## src/rtl/fetch_unit_pkg.sv

```systemverilog
// Shared CPU definitions for the instruction fetch path: state encoding,
// instruction width, default queue depth and the queue entry layout.
package fetch_unit_pkg;

  localparam int INSN_W      = 32;
  localparam int FETCH_DEPTH = 4;

  typedef enum logic [1:0] {
    S_IDLE    = 2'd0,
    S_WAIT    = 2'd1,
    S_DISCARD = 2'd2
  } fetch_state_e;

  typedef struct packed {
    logic [INSN_W-1:0] insn;
    logic [31:0]       pc;
  } fetch_entry_t;

endpackage

```

## src/rtl/fetch_unit_fifo.sv

```systemverilog
// Prefetch queue: DEPTH x 64-bit circular buffer with extended pointers
// and a synchronous flush that wins over same-cycle push/pop.
module fetch_fifo
  import fetch_unit_pkg::*;
#(
  parameter int DEPTH = FETCH_DEPTH,
  parameter int AW    = $clog2(DEPTH)
) (
  input  logic         clk,
  input  logic         rst,
  input  logic         i_flush,
  input  logic         i_push,
  input  logic         i_pop,
  input  fetch_entry_t i_data,
  output fetch_entry_t o_data,
  output logic [AW:0]  o_count,
  output logic         o_empty
);

  fetch_entry_t r_mem [DEPTH];
  logic [AW:0]  r_wr_ptr;
  logic [AW:0]  r_rd_ptr;

  always_ff @(posedge clk or posedge rst) begin
    if (rst) begin
      r_wr_ptr <= '0;
      r_rd_ptr <= '0;
    end else if (i_flush) begin
      r_wr_ptr <= '0;
      r_rd_ptr <= '0;
    end else begin
      if (i_push) r_wr_ptr <= r_wr_ptr + 1'b1;
      if (i_pop)  r_rd_ptr <= r_rd_ptr + 1'b1;
    end
  end

  // Storage needs no reset; the pointers define what is valid.
  always_ff @(posedge clk) begin
    if (i_push && !i_flush) r_mem[r_wr_ptr[AW-1:0]] <= i_data;
  end

  assign o_data  = r_mem[r_rd_ptr[AW-1:0]];
  assign o_count = r_wr_ptr - r_rd_ptr;
  assign o_empty = (o_count == '0);

endmodule

```

## src/rtl/fetch_unit.sv

```systemverilog
// Instruction fetch unit: issues one word request at a time into a
// prefetch queue, with redirect flush and discard of in-flight data.
//   state     | meaning
//   S_IDLE    | no request outstanding
//   S_WAIT    | request outstanding, data will be queued
//   S_DISCARD | request outstanding, data will be dropped (redirected)
module fetch_unit
  import fetch_unit_pkg::*;
#(
  parameter int          DEPTH    = FETCH_DEPTH,
  parameter logic [31:0] RESET_PC = 32'h0
) (
  input  logic              clk,
  input  logic              rst,
  output logic              mem_req,
  output logic [7:0]        mem_addr,
  input  logic              mem_ack,
  input  logic [INSN_W-1:0] mem_rdata,
  input  logic              redirect,
  input  logic [31:0]       redirect_pc,
  output logic              insn_valid,
  output logic [INSN_W-1:0] insn,
  output logic [31:0]       insn_pc,
  input  logic              insn_ready
);

  localparam int CW = $clog2(DEPTH) + 1;

  fetch_state_e r_state;
  logic         r_mem_req;
  logic [7:0]   r_mem_addr;
  logic [31:0]  r_fetch_pc;

  logic         w_push;
  logic         w_pop;
  logic         w_empty;
  logic         w_space;
  logic [CW-1:0] w_count;
  logic [CW-1:0] w_count_next;
  logic [31:0]  w_pc_inc;
  fetch_entry_t w_wr_entry;
  fetch_entry_t w_head;

  assign w_pop        = !w_empty && insn_ready && !redirect;
  assign w_push       = (r_state == S_WAIT) && mem_ack && !redirect;
  assign w_count_next = w_count + CW'(w_push) - CW'(w_pop);
  // The slot for a new request is reserved against the post-edge count.
  assign w_space      = (w_count_next < CW'(DEPTH));
  assign w_pc_inc     = r_fetch_pc + 32'd1;
  assign w_wr_entry   = '{insn: mem_rdata, pc: r_fetch_pc};

  fetch_fifo #(.DEPTH(DEPTH)) u_fifo (
    .clk     (clk),
    .rst     (rst),
    .i_flush (redirect),
    .i_push  (w_push),
    .i_pop   (w_pop),
    .i_data  (w_wr_entry),
    .o_data  (w_head),
    .o_count (w_count),
    .o_empty (w_empty)
  );

  always_ff @(posedge clk or posedge rst) begin
    if (rst) begin
      r_state    <= S_IDLE;
      r_mem_req  <= 1'b0;
      r_fetch_pc <= RESET_PC;
      r_mem_addr <= RESET_PC[7:0];
    end else if (redirect) begin
      r_fetch_pc <= redirect_pc;
      if (r_state != S_IDLE && !mem_ack) begin
        r_state   <= S_DISCARD;
        r_mem_req <= 1'b1;
      end else begin
        r_state    <= S_IDLE;
        r_mem_req  <= 1'b0;
        r_mem_addr <= redirect_pc[7:0];
      end
    end else begin
      case (r_state)
        S_IDLE: begin
          if (w_space) begin
            r_state   <= S_WAIT;
            r_mem_req <= 1'b1;
          end
        end
        S_WAIT: begin
          if (mem_ack) begin
            r_fetch_pc <= w_pc_inc;
            r_mem_addr <= w_pc_inc[7:0];
            if (!w_space) begin
              r_state   <= S_IDLE;
              r_mem_req <= 1'b0;
            end
          end
        end
        S_DISCARD: begin
          if (mem_ack) begin
            r_state    <= S_IDLE;
            r_mem_req  <= 1'b0;
            r_mem_addr <= r_fetch_pc[7:0];
          end
        end
        default: begin
          r_state   <= S_IDLE;
          r_mem_req <= 1'b0;
        end
      endcase
    end
  end

  assign mem_req    = r_mem_req;
  assign mem_addr   = r_mem_addr;
  assign insn_valid = !w_empty;
  assign insn       = w_empty ? '0 : w_head.insn;
  assign insn_pc    = w_empty ? '0 : w_head.pc;

endmodule
```

## config.mk

```make
export PLATFORM = sky130hd
export DESIGN_NAME = fetch_unit
export DESIGN_NICKNAME = d
export VERILOG_FILES = /design/src/rtl/fetch_unit_pkg.sv /design/src/rtl/fetch_unit_fifo.sv /design/src/rtl/fetch_unit.sv
export SDC_FILE = /design/constraint.sdc
export NUM_CORES = 1
export LEC_CHECK = 0
export BUFFER_PORTS_ARGS = -buffer_cell sky130_fd_sc_hd__buf_4
export CAP_MARGIN = 20
export CORE_ASPECT_RATIO = 2
export CORE_MARGIN = 1.5
export CORE_UTILIZATION = 40
export CTS_CLUSTER_SIZE = 8
export DETAILED_ROUTE_END_ITERATION = 10
export GPL_ROUTABILITY_DRIVEN = 0
export GPL_TIMING_DRIVEN = 1
export HOLD_SLACK_MARGIN = 0.15
export SYNTH_ARGS = -nofsm -noshare
export SYNTH_HDL_FRONTEND = slang
export SYNTH_SLANG_ARGS = --single-unit
```

## constraint.sdc

```tcl
create_clock -name clk -period 7.9 [get_ports clk]
set_clock_uncertainty 0.05 [all_clocks]
set_input_delay 0 -clock clk [delete_from_list [all_inputs] [get_ports clk]]
set_output_delay 0 -clock clk [all_outputs]
set_load 0.05 [all_outputs]
```

==> metrics.csv <==
stage;metric;value;unit
status;outcome;completed;
die;Initial Util;0.408;
detailed_routing;WL per Instance;19.5;um
clock_network;CTS root buffer;clkbuf_16;
timing;RSZ-0062 raised after global routing;false;
worst_setup_path;CP arrival;4520;ps
worst_setup_path;Worst path slowest cell;buf_4;
layout;diodes inserted;0;
global_routing;initial antenna violation count;0;
die;Die Y;254;um
worst_setup_path;Setup crit start kind;flop;
synth;Ys Warns;0;
clock_network;CTS HTree Levels;2;
worst_setup_path;r2r endpoint;mem_req;
die;I/O pins;143;
clock_network;PostCTS Resize Cnt;0;
worst_setup_path;worst path cell trace;buf_4 > fa_1 > xnor3_2 > nand3_2 > buf_4 > nand2_1 > nor2_1 > ha_1 > inv_1 > ha_1 > a21oi_1 > xnor2_1 > maj3_2 > o32ai_2;
clock_network;clock transition at the registers of the reported paths;50;ps
timing;worst hold margin;170;ps
synth;Post-synth EDFFs;256;
die;Die Wd;129;um
timing;Max-slew headroom;0.285;
clock_network;Setup Fix Bufs, Post-CTS;0;
worst_setup_path;Worst Path Required;8280;ps
timing;Setup Viol. Count Final;0;
detailed_routing;first-pass detailed-route iteration total;4;
clock_network;hold_buf cts;98;
global_routing;first-pass GRT wire length;42100;um
worst_setup_path;Buf/Inv on CP;3;
placement;Port Buf Inserts;142;
timing;Max Clock Freq;0.242;GHz
global_routing;grt ovf;0;
synth;top_reg_cell synth;edfxtp_1;
synth;Async S/R FF share, synth;0.161;
layout;Net count, final;1050;
synth;post-synthesis sequential area ratio;0.706;
worst_setup_path;Worst Setup SP;u_fifo.r_rd_ptr[1];
worst_hold_path;Worst Hold Class;input pin to asynchronous set/reset pin;
global_routing;GRT Util Overall;0.172;
worst_setup_path;Setup Crit Path Kind;flop to flop;
die;die area;0.0327;mm^2
timing;post-route setup TNS;0;ps
worst_setup_path;FF-to-FF path depth;14;
worst_setup_path;max incr delay on CP;810;ps
synth;synthesized instance count;717;
placement;post-DP HPWL;15500;um
clock_network;clk_lat worst skew;520;ps
die;num rows;91;
timing;Final Cycle Share;0.523;
worst_setup_path;Reg2Reg Setup Slack;3760;ps
timing;slew at the pin closest to its max-slew limit;1070;ps
clock_network;clock buffer depth;3;
synth;register bit count reported by yosys;305;
timing;fin. max-slew vios;0;
detailed_routing;antenna-violating nets left;0;
timing;Final Hold Fails;0;
clock_network;CTS tree;yes;
detailed_routing;routed vias;7132;
job;MaxCap Viol Count;0;
layout;Area growth syn-to-layout;28.9;%
global_routing;vias in the first global route;7705;
power_and_ir_drop;Max rail drop VDD;246;uV
worst_setup_path;CP endpoint kind;flop;
die;core region area;0.0310;mm^2
power_and_ir_drop;Pleak;5.76;nW
layout;fillers;2649;
global_routing;pin count of the biggest net entering global routing;69;
detailed_routing;DR iter-0 viols;349;
synth;Post-Syn Nets;796;
worst_setup_path;cell family with most CP delay;buffers and inverters;
power_and_ir_drop;PD cells;382;mW/mm^2
detailed_routing;# DRC;0;
clock_network;Num CTS Buffers;44;
clock_network;Clock Sinks;305;
worst_setup_path;Reg-to-Reg Start;u_fifo.r_rd_ptr[1];
synth;syn avg cell area;17.6;um^2
synth;area of the mapped netlist;0.0126;mm^2
worst_setup_path;Worst Path Max Fanout;67;
detailed_routing;total wire length;27500;um
detailed_routing;Vias/cell;5.08;
synth;Distinct cells, synth;49;
layout;share of layout cells above drive strength 1;0.297;
timing;post-layout min period;4140;ps
==> cells by family (layout without fill, tap and decap cells) <==
group           after synthesis  in the layout  synth area share
mux                          82             82             0.130
fa+ha+maj                    11             11            0.0114
xor+xnor                     44             44            0.0323
flops                       305            305             0.706
simple gates                187            187            0.0838
buf+inv                      46            316            0.0158
compound gates               42             42            0.0208
==> report_power, final <==
group | internal [mW] | total, mW | switching [mW]
Sequential | 1.85 | 1.96 | 0.106
Clock | 1.02 | 1.65 | 0.625
Combinational | 0.906 | 2.61 | 1.71
==> synth_stat cells, types with 11 or more instances <==
library cell	count	area, um^2
nor2_1	16	60.1
mux2_2	16	180
mux4_2	64	1440
o21ai_0	24	120
clkbuf_1	24	90.1
xor2_1	28	245
and2_1	70	438
xnor2_1	14	123
dfrtp_1	49	1230
nand2_1	48	180
edfxtp_1	256	7690
nand3_1	11	55.1
nand4_1	16	100
==> metal layers <==
metal	track usage	share of wire	wire, um	vias to the layer above
li1	-	-	-	3257
met1	0.187	0.37	10100	3643
met2	0.329	0.56	15400	179
met3	0.0264	0.039	1080	53
met4	0.0681	0.032	888	0
met5	0	0	0	-
==> flip-flops by register name (all words and copies together) (netlist names) <==
signal,cells
r_state,2
r_fetch_pc,32
mem_req,1
u_fifo.r_mem,256
u_fifo.r_rd_ptr,3
mem_addr,8
u_fifo.r_wr_ptr,3
==> worst max-delay path by stage <==
stage,endpoint,slack (ps),cells past startpoint
2_1_floorplan,u_fifo.r_mem[0][0],4980,4
5_1_grt,mem_req,3450,14
6_report,mem_req,3760,14
3_3_place_gp,mem_req,3670,14
4_1_cts,mem_req,3640,14
3_5_place_dp,mem_req,3640,14
==> cells in the final DEF, fill, tap and decap left out, types with 2 or more instances in the layout <==
master         count
a21oi_1            5
and2_1            66
and2_4             4
and3_1             6
and4_1             3
buf_4            146
clkbuf_1          16
clkbuf_16         45
dfrtp_1           47
dlygate4sd3_1     98
edfxtp_1         256
ha_1               9
inv_1              8
inv_2              2
mux2_2            16
mux2i_1            2
mux4_2            64
nand2_1           48
nand2b_1           2
nand3_1           10
nand3_2            2
nand4_1           16
nand4b_1           3
nor2_1            16
nor3_1             3
o211ai_1           2
o21ai_0           24
o21ai_1            3
xnor2_1           14
xor2_1            28
==> area by class of cell <==
cell class	count	area (um^2)	share of cell area
inverter	10	37.5	0.00231
clock buffer	61	1190	0.0729
multi-input combinational	366	3530	0.217
tap	418	523	0.0321
clock inverter	1	8.76	0.000538
sequential	305	8920	0.548
timing repair buffer	244	2080	0.128
==> worst register-to-register path, cell delays in order (launching register included) <==
cell and delay [ps]:
dfrtp_2 330, buf_4 810, fa_1 360, xnor3_2 290
nand3_2 90, buf_4 460, nand2_1 230, nor2_1 140
ha_1 170, inv_1 40, ha_1 260, a21oi_1 160
xnor2_1 130, maj3_2 320, o32ai_2 190
==> per-stage QoR <==
stage,total power [mW],setup slack [ps],instances,area [um^2],util
4_1_cts,6.32,3640,1405,16300,0.526
6_report,6.22,3760,1405,16300,0.526
5_1_grt,6.48,3450,1405,16300,0.526
3_3_place_gp,4.60,3670,1245,14100,0.455
3_5_place_dp,4.61,3640,1245,14100,0.455
2_1_floorplan,3.85,4980,717,12600,-
(Power assumes the default switching activity.)
